File: src/rtl/kb_info_writer.sv
// PS/2 keyboard receiver that folds E0/F0 prefixes into single key events and
// publishes one 32-bit event word per key on the kb_info write port.
module kb_info_writer #(
  parameter logic [31:0] KB_INFO_OFFSET = 32'h00500000,
  parameter int unsigned TIMEOUT_CYCLES = 50000,
  parameter logic [15:0] SEQ_INIT       = 16'h0000
) (
  input  logic        clk,
  input  logic        rst,
  input  logic        ps2_clk,
  input  logic        ps2_data,
  output logic [31:0] kb_wraddr,
  output logic [31:0] kb_wrdata,
  output logic        kb_we,
  output logic        frame_err
);

  localparam int TO_W = $clog2(TIMEOUT_CYCLES + 1);
  localparam logic [TO_W-1:0] TO_MAX = TO_W'(TIMEOUT_CYCLES);

  typedef enum logic [1:0] {
    S_IDLE  = 2'd0,
    S_RECV  = 2'd1,
    S_CHECK = 2'd2
  } state_t;

  state_t          state, state_n;
  logic            ps2_clk_p0, ps2_clk_p1, ps2_clk_p2;
  logic            ps2_dat_p0, ps2_dat_p1;
  logic            fall, dat;
  logic [3:0]      bit_cnt;
  logic [10:0]     frame;
  logic [TO_W-1:0] to_cnt;
  logic            to_hit;
  logic            start_en, shift_en, check_en, to_expire;
  logic            ext_f, brk_f;
  logic            shift_l, shift_r, ctrl;
  logic            shift_l_n, shift_r_n, ctrl_n;
  logic [15:0]     seq;
  logic [7:0]      code;
  logic            frame_ok, is_event;

  function automatic logic frame_valid(input logic [10:0] f);
    // f[0]=start, f[8:1]=data, f[9]=parity, f[10]=stop
    return (^f[9:1]) & f[10];
  endfunction

  function automatic logic [31:0] pack_event(
    input logic [7:0]  sc,
    input logic        ext,
    input logic        brk,
    input logic        shift,
    input logic        ctl,
    input logic [15:0] sq
  );
    return {sq, 4'b0000, ctl, shift, brk, ext, sc};
  endfunction

  assign kb_wraddr = KB_INFO_OFFSET;

  // ---- stage p0/p1: two-flop synchronizers; p2: clock history for edge detect
  // Reset to the idle-high line level so release never looks like a falling edge.
  always_ff @(posedge clk) begin
    if (rst) begin
      ps2_clk_p0 <= 1'b1;
      ps2_clk_p1 <= 1'b1;
      ps2_clk_p2 <= 1'b1;
      ps2_dat_p0 <= 1'b1;
      ps2_dat_p1 <= 1'b1;
    end else begin
      ps2_clk_p0 <= ps2_clk;
      ps2_clk_p1 <= ps2_clk_p0;
      ps2_clk_p2 <= ps2_clk_p1;
      ps2_dat_p0 <= ps2_data;
      ps2_dat_p1 <= ps2_dat_p0;
    end
  end

  assign fall = ps2_clk_p2 & ~ps2_clk_p1;
  assign dat  = ps2_dat_p1;

  // ---- frame FSM: state register
  always_ff @(posedge clk) begin
    if (rst) state <= S_IDLE;
    else     state <= state_n;
  end

  assign to_hit = (to_cnt == TO_MAX);

  // ---- frame FSM: next state
  always_comb begin
    state_n = state;
    case (state)
      S_IDLE: begin
        if (fall && !dat) state_n = S_RECV;
      end
      S_RECV: begin
        if (fall && bit_cnt == 4'd10) state_n = S_CHECK;
        else if (!fall && to_hit)     state_n = S_IDLE;
      end
      S_CHECK: begin
        // An edge here is the start bit of the next frame and must be kept.
        if (fall && !dat) state_n = S_RECV;
        else              state_n = S_IDLE;
      end
      default: state_n = S_IDLE;
    endcase
  end

  // ---- frame FSM: control outputs
  always_comb begin
    start_en  = 1'b0;
    shift_en  = 1'b0;
    check_en  = 1'b0;
    to_expire = 1'b0;
    case (state)
      S_IDLE: begin
        start_en = fall & ~dat;
        shift_en = fall & ~dat;
      end
      S_RECV: begin
        shift_en  = fall;
        to_expire = ~fall & to_hit;
      end
      S_CHECK: begin
        check_en = 1'b1;
        start_en = fall & ~dat;
        shift_en = fall & ~dat;
      end
      default: ;
    endcase
  end

  // bit_cnt holds the number of bits already captured in the current frame
  always_ff @(posedge clk) begin
    if (rst) begin
      bit_cnt <= 4'd0;
    end else if (start_en) begin
      bit_cnt <= 4'd1;
    end else if (state == S_RECV && fall) begin
      bit_cnt <= (bit_cnt == 4'd10) ? 4'd0 : bit_cnt + 4'd1;
    end else if (to_expire) begin
      bit_cnt <= 4'd0;
    end
  end

  always_ff @(posedge clk) begin
    if (shift_en) frame <= {dat, frame[10:1]};
  end

  always_ff @(posedge clk) begin
    if (rst)                          to_cnt <= '0;
    else if (fall || state != S_RECV) to_cnt <= '0;
    else                              to_cnt <= to_cnt + 1'b1;
  end

  // ---- check stage: decode the completed frame
  assign code     = frame[8:1];
  assign frame_ok = frame_valid(frame);
  assign is_event = check_en & frame_ok & (code != 8'hE0) & (code != 8'hF0);

  always_comb begin
    shift_l_n = shift_l;
    shift_r_n = shift_r;
    ctrl_n    = ctrl;
    if (code == 8'h12 && !ext_f) shift_l_n = ~brk_f;
    if (code == 8'h59 && !ext_f) shift_r_n = ~brk_f;
    if (code == 8'h14)           ctrl_n    = ~brk_f;
  end

  always_ff @(posedge clk) begin
    if (rst) begin
      ext_f   <= 1'b0;
      brk_f   <= 1'b0;
      shift_l <= 1'b0;
      shift_r <= 1'b0;
      ctrl    <= 1'b0;
      seq     <= SEQ_INIT;
    end else if (to_expire || (check_en && !frame_ok)) begin
      ext_f <= 1'b0;
      brk_f <= 1'b0;
    end else if (check_en) begin
      if (code == 8'hE0) begin
        ext_f <= 1'b1;
      end else if (code == 8'hF0) begin
        brk_f <= 1'b1;
      end else begin
        shift_l <= shift_l_n;
        shift_r <= shift_r_n;
        ctrl    <= ctrl_n;
        ext_f   <= 1'b0;
        brk_f   <= 1'b0;
        seq     <= seq + 16'd1;
      end
    end
  end

  // ---- output stage: registered write port
  always_ff @(posedge clk) begin
    if (rst) begin
      kb_we     <= 1'b0;
      frame_err <= 1'b0;
      kb_wrdata <= 32'd0;
    end else begin
      kb_we     <= is_event;
      frame_err <= (check_en & ~frame_ok) | to_expire;
      if (is_event)
        kb_wrdata <= pack_event(code, ext_f, brk_f, shift_l_n | shift_r_n,
                                ctrl_n, seq + 16'd1);
    end
  end

endmodule
File: config.mk
export PLATFORM = sky130hd
export DESIGN_NAME = kb_info_writer
export DESIGN_NICKNAME = d
export VERILOG_FILES = /design/src/rtl/kb_info_writer.sv
export SDC_FILE = /design/constraint.sdc
export NUM_CORES = 1
export LEC_CHECK = 0
export BUFFER_PORTS_ARGS = -buffer_cell sky130_fd_sc_hd__buf_2
export CORE_MARGIN = 4
export CORE_UTILIZATION = 46
export CTS_CLUSTER_DIAMETER = 60
export DETAILED_ROUTE_END_ITERATION = 16
export GPL_TIMING_DRIVEN = 0
export PLACE_DENSITY = 0.71
export RECOVER_POWER = 50
export SYNTH_ARGS = -nofsm -noshare
export SYNTH_HDL_FRONTEND = slang
export SYNTH_SLANG_ARGS = --single-unit
File: constraint.sdc
create_clock -name clk -period 2.2 [get_ports clk]
set_input_delay 0.22 -clock clk [delete_from_list [all_inputs] [get_ports clk]]
set_output_delay 0.22 -clock clk [all_outputs]
set_load 0.01 [all_outputs]
==> impl_metrics.env <==
export IMPL_worstSetupStartpointType="flip-flop"
export IMPL_synth_edf_count=10
export IMPL_mostFrequentLayoutCells="dfxtp_1, buf_4, buf_2"
export IMPL_avgRoutedWirePerCell_um=15.28
export IMPL_synthAdderAreaFrac=0.04686
export IMPL_drv_cap=0
export IMPL_cp_max_fo=5
export IMPL_hold_class="in -> reg"
export IMPL_clk_pin_slew_worst_paths_ps=100
export IMPL_initial_core_util=0.4821
export IMPL_multi_input_area_mm2=0.002566
export IMPL_final_common_cell="dfxtp_1"
export IMPL_place_congestion=0.8176
export IMPL_layout_nets=613
export IMPL_seq_area_frac_synth=0.4101
export IMPL_ys_ff_latch=88
export IMPL_synth_area_mm2=0.004539
export IMPL_maxSlewHeadroom=0.5625
export IMPL_synth_compound_area_share=0.1348
export IMPL_grt_use_total=0.1806
export IMPL_skew_ps=19.71
export IMPL_synthCells=498
export IMPL_fmax_mhz=424.0
export IMPL_synth_mux_area_frac=0.03693
export IMPL_grt_pass1_wl_um=16920
export IMPL_viasPerCell=5.426
export IMPL_slowest_delay_ps=470
export IMPL_cts_tree="built"
export IMPL_area_delta_synth_final_pct=24.83
export IMPL_core_mm2=0.009415
export IMPL_pwr_density_cell_mw_per_mm2=519.2
export IMPL_synth_area_leaders="dfxtp_1, edfxtp_1, buf_4"
export IMPL_cts_buffer_depth=2
export IMPL_remaining_drc_errors=0
export IMPL_crit_arrival_ps=2620
export IMPL_setup_ws_ps=-158.3
export IMPL_violations="setup timing"
export IMPL_rsz0062_at_grt="yes"
export IMPL_cp_slowest_cell="xnor3_2"
export IMPL_top_level_ports=70
export IMPL_wl_um=11100
export IMPL_preCtsSetupSlack_ps=-216.5
export IMPL_numCtsBuffers=9
export IMPL_ctsHoldBuffers=0
export IMPL_hold_viol_final=0
export IMPL_cts_sinks=88
export IMPL_fp_dieH_um=107.3
export IMPL_dieArea_mm2=0.01152
export IMPL_layout_drive_gt1_share=0.2764
export IMPL_path_class="reg -> reg"
export IMPL_finalCritPeriodShare=1.072
export IMPL_synth_top_cell_by_area="dfxtp_1"
export IMPL_finalCriticalPeriod_ps=2358
export IMPL_synth_distinct_cells=52
export IMPL_reg2reg_slack_ps=-160
export IMPL_grt_antenna_before_repair=0
export IMPL_routed_via_count=3939
export IMPL_antennaDiodeCount=0
export IMPL_worstMarginPinSlew_ps=650.2
export IMPL_initialDrtViolationCount=181
export IMPL_clk_latency_ps=370
export IMPL_async_flop_share=0
export IMPL_ys_warn_count=0
export IMPL_ir_drop_mv=0.2785
export IMPL_status="finished, violations left"
export IMPL_root_buffer="clkbuf_8"
export IMPL_synth_top_family_by_area="simple AND/OR/NAND/NOR gates"
export IMPL_globalRouteOverflowTotal=0
export IMPL_fillCellCount=811
export IMPL_slew_violations=0
export IMPL_grt_pass1_vias=3565
export IMPL_ant_nets=0
export IMPL_yosysTopAreaCellShare=0.3440
export IMPL_htreeDepth=3
export IMPL_setup_viol=14
export IMPL_syn_area_per_cell_um2=9.115
export IMPL_dp_hpwl_um=7385
export IMPL_critPathRequiredTime_ps=2460
export IMPL_drt_pass1_iterations=5
export IMPL_crit_chain="inv_2 > ha_4 > xnor3_2 > nand4bb_4 > buf_8 > a21oi_2 > mux2_4"
export IMPL_end_kind="flip-flop"
export IMPL_die_w_um=107.3
export IMPL_power_leakage_nw=2.186
export IMPL_area_sequential_mm2=0.001862
export IMPL_grt_max_degree=17
export IMPL_synth_xor_area_frac=0.05871
export IMPL_std_cell_rows=35
export IMPL_port_buffer_count=33
export IMPL_synth_simple_gate_area_frac=0.2034
export IMPL_ys_flop_type="dfxtp_1"
export IMPL_tns_ps=-1136
-- critical path, delay by kind of cell, from the launching register on --
kind | cells | cell delay (ps)
buffers and inverters | 2 | 270
DFF | 1 | 410
xor gates and xnor gates | 1 | 470
and+or+nand+nor | 1 | 330
AOI/OAI and AO/OA | 1 | 190
muxes | 1 | 320
adders and majority gates | 1 | 260
-- area by class of cell --
cell class / count / share of cell area
repair buffers: 49 / 0.05586
inverters: 18 / 0.01192
multi-input cells: 357 / 0.4529
clock inverters: 5 / 0.007949
clock buffers: 11 / 0.02870
flip-flops and latches: 88 / 0.3286
well taps: 129 / 0.02848
plain buffers: 69 / 0.08567
-- cell families after synthesis --
family	after synthesis
adder cells (fa/ha/maj)	17
buffers and inverters	87
other	2
flip-flops	88
multiplexers	15
AND/OR/NAND/NOR	165
AO/OA/AOI/OAI	96
XOR/XNOR	28
-- report_power, final --
part	switching [mW]	internal (mW)
clock network	0.616	0.526
registers	0.00673	1.63
logic	0.0961	0.0717
-- timing repair --
action                     in CTS  in global routing
pin swaps                       2                 12
hold endpoints to repair        0                  0
setup buffers                   6                  7
resized for setup              13                 63
setup endpoints to repair      32                 43
cloned                          0                  3
-- sequential cells by signal, indices dropped and copies added (netlist names), 2 cells and up --
| name | count |
|---|---|
| to_cnt | 16 |
| state | 2 |
| frame | 10 |
| bit_cnt | 4 |
| kb_wrdata | 28 |
| seq | 16 |
-- per-layer routing --
layer | vias up | global-route usage | routed length, um
li1 | 1892 | - | -
met1 | 1883 | 0.2411 | 4955
met2 | 137 | 0.2891 | 5211
met3 | 27 | 0.03359 | 681
met4 | 0 | 0.07124 | 248
met5 | - | 0 | 0
-- Yosys cell counts (all sizes together) (2+ instances only) --
library cell and count:
nor2 30, a21o 2, o21a 4, nand4 27
or4 3, nand2b 6, and4 2, and3 4
o2111ai 3, a31oi 17, xnor2 12, or3 6
ha 17, nand2 11, a21oi 39, nor2b 15
or2 7, clkbuf 17, nand3 30, and3b 3
inv 18, nor3 5, edfxtp 10, o211ai 4
a211oi 16, dfxtp 78, mux2 14, buf 52
o21ai 5, xor2 15, conb 2, nor4 7
nor4bb 2, nor3b 2
-- per-stage QoR --
stage          hold WS [ps]  cells  instance area (um2)  utilization  power (mW)
2_1_floorplan         323.8    532                 4667            -       1.798
3_3_place_gp          390.8    694                 4994       0.5304       1.820
3_5_place_dp          396.9    694                 4994       0.5304       1.823
4_1_cts               47.51    716                 5303       0.5632       2.942
5_1_grt               49.78    726                 5667       0.6019       3.062
6_report              55.44    726                 5667       0.6019       2.942
-- path summary, 6_finish.rpt --
kind              startpoint    endpoint  cells past startpoint
setup / recovery    frame[1]     seq[12]                      7
setup reg to reg    frame[1]     seq[12]                      7
hold reg to reg   ps2_clk_p0  ps2_clk_p1                      1
hold / removal       ps2_clk  ps2_clk_p0                      2
(Power assumes the default switching activity.)
